<file path="config.mk">
export PLATFORM = sky130hd
export DESIGN_NAME = ofmap_drain_scheduler_flat
export DESIGN_NICKNAME = d
export VERILOG_FILES = /design/src/rtl/ofmap_drain_scheduler_pkg.sv /design/src/rtl/ofmap_drain_scheduler_if.sv /design/src/rtl/ofmap_drain_scheduler_drain_credit_counter.sv /design/src/rtl/ofmap_drain_scheduler.sv /design/src/flat_wrapper.sv
export SDC_FILE = /design/constraint.sdc
export NUM_CORES = 1
export LEC_CHECK = 0
export ABC_AREA = 1
export CAP_MARGIN = 0
export CORE_AREA = 2 2 116 118
export CTS_CLUSTER_SIZE = 28
export DETAILED_ROUTE_END_ITERATION = 8
export DIE_AREA = 0 0 118 120
export PLACE_DENSITY = 0.78
export SKIP_LAST_GASP = 1
export SLEW_MARGIN = 25
export SYNTH_ARGS = -nofsm -noshare
export SYNTH_HDL_FRONTEND = slang
export SYNTH_SLANG_ARGS = --single-unit
</file>
<file path="constraint.sdc">
create_clock -name clk -period 5.45 [get_ports clk]
set_input_delay 1.09 -clock clk [delete_from_list [all_inputs] [get_ports clk]]
set_output_delay 1.09 -clock clk [all_outputs]
set_load 0.02 [all_outputs]
</file>
<file path="src/rtl/ofmap_drain_scheduler_pkg.sv">
// Shared definitions for the ofmap drain scheduler slice.
//   - op_mode_e     : operating mode selected by the controller (MODE1..MODE4)
//   - drain_state_e : scheduler FSM states (IDLE, DRAIN, DONE)
//   - L1/L2/L3      : ofmap side lengths for the mode groups
//   - ofmap_volume  : expected drain volume in bytes for a mode
package ofmap_drain_scheduler_pkg;

    localparam int WIN_BYTES = 16;                    // buffer read window width
    localparam int NUM_W     = $clog2(WIN_BYTES + 1); // 0..16 byte counts
    localparam int CNT_W     = 14;                    // holds up to 12100

    localparam int L1 = 55;
    localparam int L2 = 13;
    localparam int L3 = 13;

    typedef enum logic [1:0] {
        MODE1 = 2'd0,
        MODE2 = 2'd1,
        MODE3 = 2'd2,
        MODE4 = 2'd3
    } op_mode_e;

    typedef enum logic [1:0] {
        IDLE  = 2'd0,
        DRAIN = 2'd1,
        DONE  = 2'd2
    } drain_state_e;

    // MODE1/MODE2 share the large layer, MODE3 and MODE4 use their own sides.
    function automatic logic [CNT_W-1:0] ofmap_volume(input op_mode_e m,
                                                      input int l1, input int l2,
                                                      input int l3, input int nf);
        int side;
        case (m)
            MODE3:   side = l2;
            MODE4:   side = l3;
            default: side = l1;
        endcase
        return CNT_W'(nf * side * side);
    endfunction

endpackage

</file>
<file path="src/rtl/ofmap_drain_scheduler_if.sv">
// Byte-stream bundle between the ofmap buffer, the drain scheduler and the
// compressor.
//   outmap_data / outmap_data_valid_num : buffer read window and its fill
//   send_done                           : buffer marks its final take
//   valid_taken_num                     : bytes consumed from the window
//   cmp_data / cmp_valid_num / cmp_valid: bytes forwarded to the compressor
//   credit_return                       : bytes freed in the downstream FIFO
//
// Handshake: the buffer offers outmap_data_valid_num bytes (its "valid"); the
// scheduler answers in the same cycle with valid_taken_num (its "ready",
// expressed as a byte count). Exactly valid_taken_num bytes transfer on the
// rising edge and the buffer advances its window by that amount; a zero take
// means nothing moved and the window must be held. The compressor side has no
// back-pressure wire: it is protected by credits, returned via credit_return.
interface ofmap_drain_scheduler_if;
    import ofmap_drain_scheduler_pkg::*;

    logic [WIN_BYTES-1:0][7:0] outmap_data;
    logic [NUM_W-1:0]          outmap_data_valid_num;
    logic                      send_done;
    logic [NUM_W-1:0]          valid_taken_num;
    logic [WIN_BYTES-1:0][7:0] cmp_data;
    logic [NUM_W-1:0]          cmp_valid_num;
    logic                      cmp_valid;
    logic [NUM_W-1:0]          credit_return;

    // Environment side: buffer and compressor.
    modport master (
        output outmap_data, outmap_data_valid_num, send_done, credit_return,
        input  valid_taken_num, cmp_data, cmp_valid_num, cmp_valid
    );

    // Scheduler side.
    modport slave (
        input  outmap_data, outmap_data_valid_num, send_done, credit_return,
        output valid_taken_num, cmp_data, cmp_valid_num, cmp_valid
    );

endinterface

</file>
<file path="src/rtl/ofmap_drain_scheduler_drain_credit_counter.sv">
// Downstream byte-FIFO credit tracker.
//   clk, rst    : clock, synchronous active-high reset (credit -> CREDIT_DEPTH)
//   take_num    : bytes sent downstream this cycle
//   return_num  : bytes freed downstream this cycle
//   credit      : bytes the downstream FIFO can still accept
// Take and return in the same cycle are netted; the result never exceeds
// CREDIT_DEPTH even if the FIFO over-reports freed space.
module drain_credit_counter #(
    parameter int CREDIT_DEPTH = 32,
    parameter int CREDIT_W     = $clog2(CREDIT_DEPTH + 1)
) (
    input  logic                clk,
    input  logic                rst,
    input  logic [4:0]          take_num,
    input  logic [4:0]          return_num,
    output logic [CREDIT_W-1:0] credit
);

    // One spare bit above the widest operand so credit + return cannot wrap.
    localparam int SUM_W = ((CREDIT_W > 5) ? CREDIT_W : 5) + 1;

    logic [SUM_W-1:0] netted;

    // take_num never exceeds credit, so the subtraction cannot underflow.
    assign netted = SUM_W'(credit) + SUM_W'(return_num) - SUM_W'(take_num);

    always_ff @(posedge clk) begin
        if (rst) begin
            credit <= CREDIT_W'(CREDIT_DEPTH);
        end else if (netted > SUM_W'(CREDIT_DEPTH)) begin
            credit <= CREDIT_W'(CREDIT_DEPTH);
        end else begin
            credit <= netted[CREDIT_W-1:0];
        end
    end

endmodule

</file>
<file path="src/rtl/ofmap_drain_scheduler.sv">
// Drains the output-feature-map buffer into the compressor after a conv.
//   clk, rst            : clock, synchronous active-high reset
//   mode_in/change_mode : mode select, latched only while IDLE
//   drain_start         : begin a drain (honoured only while IDLE)
//   bus (slave)         : buffer window in, compressor bytes/credits out
//   drain_busy          : high while draining
//   drain_done          : one-cycle pulse on a volume-matched completion
//   drain_err           : sticky volume mismatch, cleared at next drain_start
//   byte_count          : bytes sent in the current/last drain
//   stall_cycles        : only with OFMAP_DRAIN_STALL_CNT_EN defined; cycles
//                         where data waited on zero credit (saturating)
//   fsm_state           : debug view of the FSM state
module ofmap_drain_scheduler
    import ofmap_drain_scheduler_pkg::*;
#(
    parameter int MAX_TAKE     = 16,
    parameter int CREDIT_DEPTH = 32,
    parameter int L1_SIZE      = L1,
    parameter int L2_SIZE      = L2,
    parameter int L3_SIZE      = L3,
    parameter int NUM_FILTER   = 4
) (
    input  logic                   clk,
    input  logic                   rst,
    input  logic [1:0]             mode_in,
    input  logic                   change_mode,
    input  logic                   drain_start,
    ofmap_drain_scheduler_if.slave bus,
    output logic                   drain_busy,
    output logic                   drain_done,
    output logic                   drain_err,
    output logic [CNT_W-1:0]       byte_count,
`ifdef OFMAP_DRAIN_STALL_CNT_EN
    output logic [15:0]            stall_cycles,
`endif
    output drain_state_e           fsm_state
);

    localparam int CREDIT_W = $clog2(CREDIT_DEPTH + 1);

    drain_state_e          state_q, state_d;
    op_mode_e              mode_q, start_mode;
    logic [CNT_W-1:0]      exp_vol, remain, sum_count;
    logic [CREDIT_W-1:0]   credit;
    logic [NUM_W-1:0]      avail_cap, credit_cap, remain_cap, take;

    // A mode change arriving with drain_start applies to that drain.
    assign start_mode = change_mode ? op_mode_e'(mode_in) : mode_q;

    // Take = min(window fill, credit, MAX_TAKE, bytes still owed). Each term
    // is clamped to MAX_TAKE first so the final min works on narrow values.
    assign remain     = exp_vol - byte_count;
    assign avail_cap  = (bus.outmap_data_valid_num > NUM_W'(MAX_TAKE)) ?
                        NUM_W'(MAX_TAKE) : bus.outmap_data_valid_num;
    assign credit_cap = (credit > CREDIT_W'(MAX_TAKE)) ?
                        NUM_W'(MAX_TAKE) : credit[NUM_W-1:0];
    assign remain_cap = (remain > CNT_W'(MAX_TAKE)) ?
                        NUM_W'(MAX_TAKE) : remain[NUM_W-1:0];

    always_comb begin
        take = avail_cap;
        if (credit_cap < take) take = credit_cap;
        // Once the full volume is sent the take is pinned at zero until the
        // buffer confirms with send_done.
        if (remain_cap < take) take = remain_cap;
        if (state_q != DRAIN)  take = '0;
    end

    assign sum_count = byte_count + CNT_W'(take);

    assign bus.valid_taken_num = take;
    assign bus.cmp_data        = bus.outmap_data;
    assign bus.cmp_valid_num   = take;
    assign bus.cmp_valid       = (take != '0);

    assign drain_busy = (state_q == DRAIN);
    assign drain_done = (state_q == DONE) && !drain_err;
    assign fsm_state  = state_q;

    drain_credit_counter #(
        .CREDIT_DEPTH (CREDIT_DEPTH),
        .CREDIT_W     (CREDIT_W)
    ) u_credit (
        .clk        (clk),
        .rst        (rst),
        .take_num   (take),
        .return_num (bus.credit_return),
        .credit     (credit)
    );

    always_ff @(posedge clk) begin
        if (rst) state_q <= IDLE;
        else     state_q <= state_d;
    end

    always_comb begin
        state_d = state_q;
        case (state_q)
            IDLE:    if (drain_start)   state_d = DRAIN;
            DRAIN:   if (bus.send_done) state_d = DONE;
            DONE:    state_d = IDLE;
            default: state_d = IDLE;
        endcase
    end

    always_ff @(posedge clk) begin
        if (rst) begin
            mode_q     <= MODE1;
            exp_vol    <= ofmap_volume(MODE1, L1_SIZE, L2_SIZE, L3_SIZE, NUM_FILTER);
            byte_count <= '0;
            drain_err  <= 1'b0;
        end else begin
            case (state_q)
                IDLE: begin
                    if (change_mode) mode_q <= op_mode_e'(mode_in);
                    if (drain_start) begin
                        exp_vol    <= ofmap_volume(start_mode, L1_SIZE, L2_SIZE,
                                                   L3_SIZE, NUM_FILTER);
                        byte_count <= '0;
                        drain_err  <= 1'b0;
                    end
                end
                DRAIN: begin
                    byte_count <= sum_count;
                    // The final take counts toward the total being judged.
                    if (bus.send_done && (sum_count != exp_vol)) drain_err <= 1'b1;
                end
                default: ;
            endcase
        end
    end

`ifdef OFMAP_DRAIN_STALL_CNT_EN
    always_ff @(posedge clk) begin
        if (rst) begin
            stall_cycles <= '0;
        end else if ((state_q == IDLE) && drain_start) begin
            stall_cycles <= '0;
        end else if ((state_q == DRAIN) && (bus.outmap_data_valid_num != '0) &&
                     (credit == '0) && (stall_cycles != 16'hFFFF)) begin
            stall_cycles <= stall_cycles + 16'd1;
        end
    end
`endif

endmodule

</file>
<file path="src/flat_wrapper.sv">
// flat-port wrapper written by rule: the top's interface ports become plain ports
module ofmap_drain_scheduler_flat import ofmap_drain_scheduler_pkg::*;
#(
    parameter int MAX_TAKE     = 16,
    parameter int CREDIT_DEPTH = 32,
    parameter int L1_SIZE      = L1,
    parameter int L2_SIZE      = L2,
    parameter int L3_SIZE      = L3,
    parameter int NUM_FILTER   = 4
)
  (clk, rst, mode_in, change_mode, drain_start, drain_busy, drain_done, drain_err, byte_count, fsm_state, bus_outmap_data, bus_outmap_data_valid_num, bus_send_done, bus_credit_return, bus_valid_taken_num, bus_cmp_data, bus_cmp_valid_num, bus_cmp_valid);
  ofmap_drain_scheduler_if bus_i ();
  input  logic clk;
  input  logic rst;
  input  logic [1:0] mode_in;
  input  logic change_mode;
  input  logic drain_start;
  output logic drain_busy;
  output logic drain_done;
  output logic drain_err;
  output logic [CNT_W-1:0] byte_count;
  output drain_state_e fsm_state;
  input wire logic [$bits(bus_i.outmap_data)-1:0] bus_outmap_data;
  input wire logic [$bits(bus_i.outmap_data_valid_num)-1:0] bus_outmap_data_valid_num;
  input wire logic [$bits(bus_i.send_done)-1:0] bus_send_done;
  input wire logic [$bits(bus_i.credit_return)-1:0] bus_credit_return;
  output wire logic [$bits(bus_i.valid_taken_num)-1:0] bus_valid_taken_num;
  output wire logic [$bits(bus_i.cmp_data)-1:0] bus_cmp_data;
  output wire logic [$bits(bus_i.cmp_valid_num)-1:0] bus_cmp_valid_num;
  output wire logic [$bits(bus_i.cmp_valid)-1:0] bus_cmp_valid;
  assign bus_i.outmap_data = bus_outmap_data;
  assign bus_i.outmap_data_valid_num = bus_outmap_data_valid_num;
  assign bus_i.send_done = bus_send_done;
  assign bus_i.credit_return = bus_credit_return;
  assign bus_valid_taken_num = bus_i.valid_taken_num;
  assign bus_cmp_data = bus_i.cmp_data;
  assign bus_cmp_valid_num = bus_i.cmp_valid_num;
  assign bus_cmp_valid = bus_i.cmp_valid;
  ofmap_drain_scheduler #(.MAX_TAKE(MAX_TAKE), .CREDIT_DEPTH(CREDIT_DEPTH), .L1_SIZE(L1_SIZE), .L2_SIZE(L2_SIZE), .L3_SIZE(L3_SIZE), .NUM_FILTER(NUM_FILTER)) u_core (.clk(clk), .rst(rst), .mode_in(mode_in), .change_mode(change_mode), .drain_start(drain_start), .bus(bus_i), .drain_busy(drain_busy), .drain_done(drain_done), .drain_err(drain_err), .byte_count(byte_count), .fsm_state(fsm_state));
endmodule
</file>
# Word-level counts from Yosys, hierarchy flattened
# Cells that the tools add are included.
# classes
n_addsub,4
mul,1
div,0
n_lt_le_gt_ge,6
n_eq_ne,9
n_shift,0
mux,19
bitwise_logic,0
n_reduce_logical,12
# ops
op,n
$mux 32,3
$mul 30x32->12,1
$mux 5,6
$pmux 14 s2,1
$add 14x5->14,1
$gt 14x5->1 const B,1
$mux 14,1
$ne 14x14->1,1
$sub 14x14->14,1
$lt 5x5->1,2
$add 6x5->7,1
$gt 7x6->1 const B,1
$sub 7x5->7,1
$eq 2x2->1 const B,3
$gt 6x5->1 const B,1
$mux 2,3
$mux 6,1
$ne 2x1->1 const B,3
$reduce_and 2->1,3
$gt 5x5->1 const B,1
$reduce_bool 5->1,1
$pmux 2 s2,1
$reduce_or 2->1,2
$reduce_and 3->1,1
8 further kinds,10
# word_totals
reg_bits,37
latch_bits,0
ram_bits,0
mem_bits_ro,0
input_bits,145
n_memories,0

# Logic depth before layout (Yosys ltp)
# Gate-level depths: netlist of the first run.
# depth
depth_word,12
ltp_mapped,41
ltp_nobuf,41

# Hierarchy
# A second synthesis of the first run with hierarchy kept.
# hier_totals
hier_cells,662
hier_area_um2,4165.2
# modules_own_cells
module,instances,cells_per_inst,area_per_inst_um2
ofmap_drain_scheduler,1,563,3508.4
drain_credit_counter,1,99,656.9

# Least setup slack after synthesis of the first run
# No wires, ideal clock.
# synth_path
path_kind,reg2reg
from,register u_core.byte_count[7]
to,register u_core.drain_err
setup_time_ns,0.130
arrival_time_ns,5.549
t_required_ns,5.320
setup_slack_ns,-0.229
stages_incl_launch_ff,39
synth_period_minus_slack_ns,5.679
path_cell_list,dfxtp_1 > inv_1 > ha_1 > nand2_1 > nor2_1 > nor2_1 > nand2_1 > nand2_1 > nand2_1 > nand2_1 > nand2_1 > or3_1 > nor2_1 > inv_1 > or2_1 > ha_1 > nand2_1 > nor2_1 > (+3 left out) > nand2_1 > inv_1 > ha_1 > inv_1 > fa_1 > inv_1 > nand3_1 > nand2_1 > nand2_1 > a21oi_1 > nand2_1 > nor2_1 > xor2_1 > nand3_1 > o21ai_0 > nand2_1 > nand2_1 > a21oi_1
# synth_between
elab_chain_cells,11
# synth_rtl
item,line_no,source
start: declaration,ofmap_drain_scheduler.sv:32,"output logic [CNT_W-1:0] byte_count,"
start signal: assignment,ofmap_drain_scheduler.sv:124,byte_count <= sum_count;
$sub 14x14->14 (*),ofmap_drain_scheduler.sv:52,assign remain = exp_vol - byte_count;
$gt 14x5->1 (*),ofmap_drain_scheduler.sv:57,assign remain_cap = (remain > CNT_W'(MAX_TAKE)) ?
$mux 5 (*),ofmap_drain_scheduler.sv:57,
$lt 5x5->1,ofmap_drain_scheduler.sv:65,if (remain_cap < take) take = remain_cap;
$mux 5 (*),ofmap_drain_scheduler.sv:65,
$mux 5 (*),ofmap_drain_scheduler.sv:66,if (state_q != DRAIN) take = '0;
net bus_cmp_valid_num[0],flat_wrapper.sv:29,output wire logic [$bits(bus_i.cmp_valid_num)-1:0] bus_cmp_valid_num;
$add 14x5->14 (*),ofmap_drain_scheduler.sv:69,assign sum_count = byte_count + CNT_W'(take);
$ne 14x14->1 (*),ofmap_drain_scheduler.sv:126,if (bus.send_done && (sum_count != exp_vol)) drain_err <= 1'b1;
$logic_and 1x1->1 (*),ofmap_drain_scheduler.sv:126,
$ne 2x1->1 (no line) (*),-,
$reduce_and 3->1 (no line) (*),-,
end signal: assignment,ofmap_drain_scheduler.sv:111,drain_err <= 1'b0;
end signal: assignment,ofmap_drain_scheduler.sv:120,drain_err <= 1'b0;
end signal: assignment,ofmap_drain_scheduler.sv:126,
end: declaration,ofmap_drain_scheduler.sv:31,"output logic drain_err,"
# Mark *: on every way through the listed nets, which the timed path passes. The rest lies on a longest branch.
# A chain may end at the register's enable or synchronous reset.

# Worst setup path in the final report of the first run
# layout_path
from,input port bus_outmap_data_valid_num[4]
to,output port bus_cmp_valid
# layout_between
elab_chain_cells,8
# layout_rtl
item,line_no,source
start: declaration,flat_wrapper.sv:24,input wire logic [$bits(bus_i.outmap_data_valid_num)-1:0] bus_outmap_data_valid_num;
$gt 5x5->1,ofmap_drain_scheduler.sv:53,assign avail_cap = (bus.outmap_data_valid_num > NUM_W'(MAX_TAKE)) ?
$mux 5 (*),ofmap_drain_scheduler.sv:53,
$lt 5x5->1,ofmap_drain_scheduler.sv:62,if (credit_cap < take) take = credit_cap;
$mux 5 (*),ofmap_drain_scheduler.sv:62,
$lt 5x5->1,ofmap_drain_scheduler.sv:65,
$mux 5 (*),ofmap_drain_scheduler.sv:65,
$mux 5 (*),ofmap_drain_scheduler.sv:66,
$reduce_bool 5->1 (*),ofmap_drain_scheduler.sv:74,assign bus.cmp_valid = (take != '0);
end: declaration,flat_wrapper.sv:30,output wire logic [$bits(bus_i.cmp_valid)-1:0] bus_cmp_valid;
# Every way passes the cells marked *; elsewhere a longest branch is shown, timed or not.

==> impl_metrics.env, run 1 <==
export IMPL_required_ps=4360
export IMPL_drt_pass1_iterations=5
export IMPL_rsz0062_at_grt="yes"
export IMPL_synthTopCellsByCount="158 x nand2_1, 133 x buf_4, 89 x inv_1"
export IMPL_fmax_ghz=0.188
export IMPL_cts_tree="done"
export IMPL_htree_levels=1
export IMPL_die_h_microns=120
export IMPL_core_area_sq_mm=0.0130
export IMPL_fp_row_count=42
export IMPL_grt_ovfl_total=0
export IMPL_drv_slew=0
export IMPL_synth_avg_cell_area_sq_um=6.31
export IMPL_gp_congestion=0.865
export IMPL_vdd_drop_max_mv=0.149
export IMPL_dieArea_sq_mm=0.0142
export IMPL_run_status="complete, no violations"
export IMPL_critPathLaunchType="input pin"
export IMPL_ys_ff_latch=26
export IMPL_holdBufCountCts=0
export IMPL_synth_edf_count=0
export IMPL_synth_simple_area_share_pct=31.1
export IMPL_slew_headroom_pct=33.4
export IMPL_fin_crit_sh_pct=97.7
export IMPL_drt_wl_total_mm=11.0
export IMPL_vias=3795
export IMPL_stdcell_area_sq_mm=0.00502
export IMPL_antenna_found_initial=0
export IMPL_synthDistinctLibCells=35
export IMPL_die_w_microns=118
export IMPL_syn_nets=819
export IMPL_yosysMostFrequentCell="nand2_1"
export IMPL_yosysTopAreaCell="buf_4"
export IMPL_maxCapViolations=0
export IMPL_layout_min_cycle_time_ps=5330
export IMPL_drive_gt1_share_pct=36.2
export IMPL_grt_pass1_vias=3636
export IMPL_cts_buffers=3
export IMPL_path_delay_family="buffers and inverters"
export IMPL_cts_root_buf="clkbuf_16"
export IMPL_grt_pass1_wl_mm=16.5
export IMPL_cp_end_kind="output port"
export IMPL_synth_adder_area_share_pct=11.3
export IMPL_hpwl_mm=7.67
export IMPL_antenna_cells=0
export IMPL_dp_cells=790
export IMPL_clock_latency_ps=260
export IMPL_viasPerCell=4.63
export IMPL_clock_skew_final_ps=2.62
export IMPL_ys_warn_count=0
export IMPL_yosysSeqAreaShare_pct=12.9
export IMPL_clk_pin_slew_ps=70
export IMPL_met2_usage_pct=24.8
export IMPL_wl_per_cell_microns=13.4
export IMPL_final_cells=820
export IMPL_drt_iter0_markers=162
export IMPL_floorplan_initialDensity_pct=31.2
export IMPL_io_buffers=45
export IMPL_async_flop_share_pct=0
export IMPL_netlist_top_cells_area="buf_4 25%, nand2_1 15%, dfxtp_1 13%"
export IMPL_synth_top_family_by_area="buffers and inverters"
export IMPL_drc=0
export IMPL_netlist_instances=641
export IMPL_crit_chain="dlymetal6s2s_1, inv_2, buf_4, ha_1, nand2_1, o21ai_1, nor2_2, nand2_4, nand2_4, o21ai_4, ha_4, a21oi_2, nor2_2, a211oi_4, o211ai_1, nand2_1, inv_1, nand2_2, buf_4, buf_4, nand2_2, nor2_2, nand2_1, dlygate4sd2_1"
export IMPL_grt_max_degree=19
export IMPL_ios=303
export IMPL_syn_to_final_growth_pct=24.1
export IMPL_hold_viol=0
export IMPL_synth_xor_area_share_pct=3.68
export IMPL_grt_busiest_layer="met2"
export IMPL_power_density_mw_per_mm2=239
export IMPL_setup_viol=0
export IMPL_synth_mux_area_share_pct=0.248
export IMPL_met3_usage_pct=2.28
export IMPL_worstMarginPinSlew_ps=995
export IMPL_synth_compound_area_share_pct=6.75
export IMPL_grt_use_met1_pct=15.2
export IMPL_hp_class="flop to flop"
export IMPL_crit_fanout=8
export IMPL_cts_sinks=26
export IMPL_clock_path_buffers=2
export IMPL_worstPathArrival_ps=4240
export IMPL_place_area_sq_mm=0.00419
export IMPL_ant_nets=0
export IMPL_p_leak_uw=0.00238
export IMPL_mappedNetlistArea_sq_mm=0.00404
export IMPL_cp_slowest_cell="a211oi_4"
export IMPL_yosys_area_top_type_share_pct=24.7
export IMPL_track_usage_pct=13.7
export IMPL_final_net_count=823
export IMPL_crit_buf_inv=7
export IMPL_critPathMaxStageDelay_ps=330
export IMPL_critical_path_class="input pin to output port"
export IMPL_synth_ff_type="dfxtp_1"
==> power by group <==
group / internal, uW / leakage, uW / switching (uW)
Combinational: 355 / 0.00212 / 404
Sequential: 207 / 0.000214 / 14.0
Clock: 146 / 0.0000511 / 70.0
Total: 709 / 0.00238 / 488
==> sequential cells by signal (all words and copies together), names as in the netlist <==
name	cells
u_core.byte_count	14
u_core.drain_err	1
u_core.exp_vol	2
u_core.fsm_state	2
u_core.mode_q	1
u_core.u_credit.credit	6
==> layer usage <==
layer  wire length, microns  vias up  part of all wire (%)
li1                       -     1860                     -
met1                   4210     1722                    38
met2                   5640      142                    51
met3                    625       71                   5.7
met4                    535        0                   4.9
met5                      0        -                     0
==> final timing paths <==
kind | from | end | slack, ps | cells after the start
worst max-delay path | bus_outmap_data_valid_num[4] | bus_cmp_valid | 120 | 24
worst min-delay path | u_core.drain_err | u_core.drain_err | 500 | 2
worst max register to register | u_core.exp_vol[6] | u_core.drain_err | 170 | 36
worst min register to register | u_core.drain_err | u_core.drain_err | 500 | 2
==> timing repair <==
action	CTS	global route
gates cloned	0	0
endpoints found under the hold margin	0	0
endpoints found under the setup margin	24	26
buffers inserted	8	19
pin swaps	20	61
gates resized for setup	43	108
==> cells in the final DEF, fill, tap and decap left out, types with 3 or more instances in the layout <==
master           instances
nor2_1                  32
nor3_1                   4
nand3_2                 12
clkbuf_16                3
a21oi_1                 25
o21ai_0                  3
fa_1                     4
buf_4                   87
dfxtp_1                 20
dfxtp_2                  4
xor2_1                  14
nor2_4                   7
nand2_1                130
nand2_4                  7
dlymetal6s2s_1           4
nand4_1                  9
buf_6                    5
nand2_2                 29
inv_1                   75
nand3_1                 28
inv_2                   18
nor2_2                  10
or2_2                    4
clkdlybuf4s50_1         30
o21ai_2                  4
dlygate4sd2_1           11
ha_4                    17
ha_1                     9
a21oi_2                 10
==> cell type report <==
type | count | area [sq um]
fillers | 1264 | 7960
flip-flops and latches | 26 | 533
inverters | 94 | 355
repair buffers | 137 | 1160
multi-input cells | 383 | 2650
clock inverters | 1 | 30.0
well taps | 176 | 220
clock buffers | 3 | 75.1
==> worst register-to-register path, delay by kind of cell (launching register included) <==
| family | cells | cell delay [ps] |
|---|---|---|
| AND/OR/NAND/NOR | 20 | 2280 |
| adder cells (fa/ha/maj) | 4 | 1020 |
| buffers and inverters | 8 | 670 |
| AO/OA/AOI/OAI | 3 | 590 |
| flip-flops | 1 | 380 |
| XOR/XNOR | 1 | 210 |
==> kinds of logic after synthesis <==
| kind of cell | after synthesis |
|---|---|
| simple gates | 282 |
| buf+inv | 232 |
| compound gates | 50 |
| fa+ha+maj | 33 |
| flops | 26 |
| xor+xnor | 17 |
| mux | 1 |
==> per-stage QoR <==
| stage | TNS [ps] | util [%] | setup WS [ps] | hold slack (ps) | power, uW |
|---|---|---|---|---|---|
| 5_1_grt | -1090 | 38.7 | -246 | 517 | 1290 |
| 3_3_place_gp | -9980 | 32.3 | -582 | 479 | 809 |
| 4_1_cts | 0 | 34.3 | 7.84 | 499 | 1070 |
| 2_1_floorplan | 0 | - | 13.2 | 471 | 737 |
| 3_5_place_dp | -12920 | 32.3 | -691 | 487 | 823 |
| 6_report | 0 | 38.7 | 123 | 501 | 1200 |
Power figures use the tool's default switching activity.
==> run 2: changes to the inputs <==
Settings changed: CAP_MARGIN 0 to 20, CORE_AREA 2 2 116 118 to 2 2 118 120, DIE_AREA 0 0 118 120 to 0 0 120 122, PLACE_DENSITY 0.78 to 0.77, SYNTH_HIERARCHICAL set to 1.
==> impl_metrics.env, run 2 <==
export IMPL_run_status="complete, no violations"
export IMPL_netlist_instances=662
export IMPL_viasPerCell=4.52
export IMPL_cts_tree="done"
export IMPL_hpwl_mm=7.48
export IMPL_mappedNetlistArea_sq_mm=0.00417
export IMPL_grt_pass1_wl_mm=15.7
export IMPL_wl_met1_mm=4.00
export IMPL_grt_ovfl_total=0
export IMPL_drv_slew=0
export IMPL_ant_nets=0
export IMPL_synth_top_family_by_area="buffers and inverters"
export IMPL_cts_buffers=3
export IMPL_holdBufCountCts=0
export IMPL_drt_wl_total_mm=10.0
export IMPL_hold_path_depth=2
export IMPL_layout_min_cycle_time_ps=5290
export IMPL_track_usage_pct=12.9
export IMPL_synth_adder_area_share_pct=11.0
export IMPL_seq_power_share_pct=18.0
export IMPL_synth_edf_count=0
export IMPL_gp_congestion=0.878
export IMPL_yosysSeqAreaShare_pct=12.5
export IMPL_r2r_start="u_core/u_credit/credit[5]"
export IMPL_hp_class="flop to flop"
export IMPL_r2r_worst_path_cells=39
export IMPL_synth_ff_type="dfxtp_1"
export IMPL_cp_end_kind="flop"
export IMPL_synth_mux_area_share_pct=0.270
export IMPL_drt_pass1_iterations=5
export IMPL_drive_gt1_share_pct=31.4
export IMPL_final_cell_mix="145 x nand2_1, 82 x inv_1, 61 x buf_4"
export IMPL_grt_pass1_vias=3493
export IMPL_synthTopCellsByCount="156 x nand2_1, 134 x buf_4, 95 x inv_1"
export IMPL_htree_levels=1
export IMPL_ys_ff_latch=26
export IMPL_drt_iter0_markers=187
export IMPL_worstSetupStartpoint="bus_outmap_data_valid_num[4]"
export IMPL_synth_avg_cell_area_sq_um=6.29
export IMPL_critical_path_class="input pin to flop"
export IMPL_grt_max_degree=21
export IMPL_ys_warn_count=6
export IMPL_synth_xor_area_share_pct=3.36
export IMPL_power_uw=1250
export IMPL_syn_to_final_growth_pct=14.4
export IMPL_yosysTopAreaCell="buf_4"
export IMPL_cts_sinks=26
export IMPL_antenna_found_initial=0
export IMPL_cell_internal_pwr_uw=724
export IMPL_final_net_count=813
export IMPL_core_area_sq_mm=0.0135
export IMPL_yosys_area_top_type_share_pct=24.2
export IMPL_crit_fanout=5
export IMPL_required_ps=5620
export IMPL_power_density_mw_per_mm2=263
export IMPL_antenna_cells=0
export IMPL_drc=0
export IMPL_fin_crit_sh_pct=97.1
export IMPL_synth_compound_area_share_pct=6.16
export IMPL_floorplan_initialDensity_pct=30.8
export IMPL_synthDistinctLibCells=36
export IMPL_r2r_end="u_core/drain_err"
export IMPL_highest_layer="met4"
export IMPL_syn_nets=840
export IMPL_critPathLaunchType="input pin"
export IMPL_vias=3680
export IMPL_clock_latency_ps=270
export IMPL_wl_met2_mm=4.89
export IMPL_top_regs="u_core/byte_count x14, u_core/u_credit/credit x6"
export IMPL_met3_wirelength_microns=554
export IMPL_setup_viol=0
export IMPL_top_register="u_core/byte_count"
export IMPL_p_sw_uw=530
export IMPL_holdWs_ps=479
export IMPL_die_h_microns=122
export IMPL_clock_path_buffers=2
export IMPL_clk_pin_slew_ps=70
export IMPL_min_to="u_core/byte_count[11]"
export IMPL_crit_top_cell="nand2_1"
export IMPL_io_buffers=45
export IMPL_synth_simple_area_share_pct=33.0
export IMPL_fmax_ghz=0.189
export IMPL_critPathMaxStageDelay_ps=360
export IMPL_p_leak_uw=0.00225
export IMPL_netlist_top_cells_area="buf_4 24%, nand2_1 14%, dfxtp_1 12%"
export IMPL_switching_share_pct=42.2
export IMPL_cp_slowest_cell="fa_2"
export IMPL_ios=303
export IMPL_yosysMostFrequentCell="nand2_1"
export IMPL_hold_viol=0
export IMPL_wl_per_cell_microns=12.3
export IMPL_worstPathArrival_ps=5460
export IMPL_maxCapViolations=0
export IMPL_p_clk_share_pct=17.6
export IMPL_die_w_microns=120
export IMPL_clock_skew_final_ps=2.53
export IMPL_rsz0062_at_grt="yes"
export IMPL_hp_start="u_core/byte_count[11]"
export IMPL_regToRegSetupSlack_ps=200
export IMPL_combPwrFrac_pct=64.5
export IMPL_dieArea_sq_mm=0.0146
export IMPL_fp_row_count=43
export IMPL_cts_root_buf="clkbuf_16"
export IMPL_vdd_drop_max_mv=0.215
export IMPL_async_flop_share_pct=0
export IMPL_largest_register_ffs=14
export IMPL_slew_headroom_pct=37.9
export IMPL_setup_tns_ps=0
export IMPL_worstMarginPinSlew_ps=928
export IMPL_final_common_cell="nand2_1"
## run 2: routing by layer
metal,up-vias,GRT usage [%]
met3,62,1.87
met5,-,0
li1,1866,-
met2,99,22.9
met1,1653,13.9
met4,0,9.49
## run 2: timing repair
action,4_1_cts,5_1_grt
setup buffers,9,9
endpoints found under the setup margin,25,27
gates resized for setup,61,67
pin swaps,20,45
## run 2: power groups by stage
stage                     clock network, uW  registers (uW)  logic [uW]
after floorplan                           0             225         568
after CTS                               222             223         729
after detailed placement                  0             228         677
final                                   220             225         808
after global placement                    0             227         663
after global routing                    231             228         896
## run 2: critical path, delay by kind of cell
family | cells | cell delay (ps)
AOI/OAI and AO/OA | 4 | 460
xor gates and xnor gates | 2 | 330
and+or+nand+nor | 17 | 1510
buffers and inverters | 12 | 1060
adders and majority gates | 4 | 1030
## run 2: worst max-delay path by stage
stage,to,cells after the start,slack [ps]
floorplan,u_core/drain_err,35,30
global placement,u_core/drain_err,34,-550
detailed placement,u_core/drain_err,36,-620
CTS,u_core/drain_err,32,-130
global route,u_core/drain_err,39,-160
finish,u_core/drain_err,39,160
## run 2: area by class of cell
cell class / count / area (sq um)
clock buffer: 3 / 75.1
inverter: 102 / 393
fill: 1355 / 8740
tap: 180 / 225
clock inverter: 1 / 30.0
timing repair buffer: 106 / 890
sequential: 26 / 534
multi-input combinational: 396 / 2620
## run 2: stage by stage
| step | setup slack (ps) | cells | utilization [%] | instance area [sq um] |
|---|---|---|---|---|
| global route | -155 | 814 | 35.3 | 4760 |
| floorplan | 31.5 | 662 | - | 4200 |
| finish | 158 | 814 | 35.3 | 4760 |
| detailed placement | -617 | 795 | 31.1 | 4200 |
| CTS | -130 | 806 | 33.0 | 4460 |
| global placement | -550 | 795 | 31.1 | 4200 |
## run 2: cell families after synthesis
family / after synthesis
compound gates: 46
buf+inv: 240
fa+ha+maj: 33
simple gates: 300
xor+xnor: 16
mux: 1
flops: 26
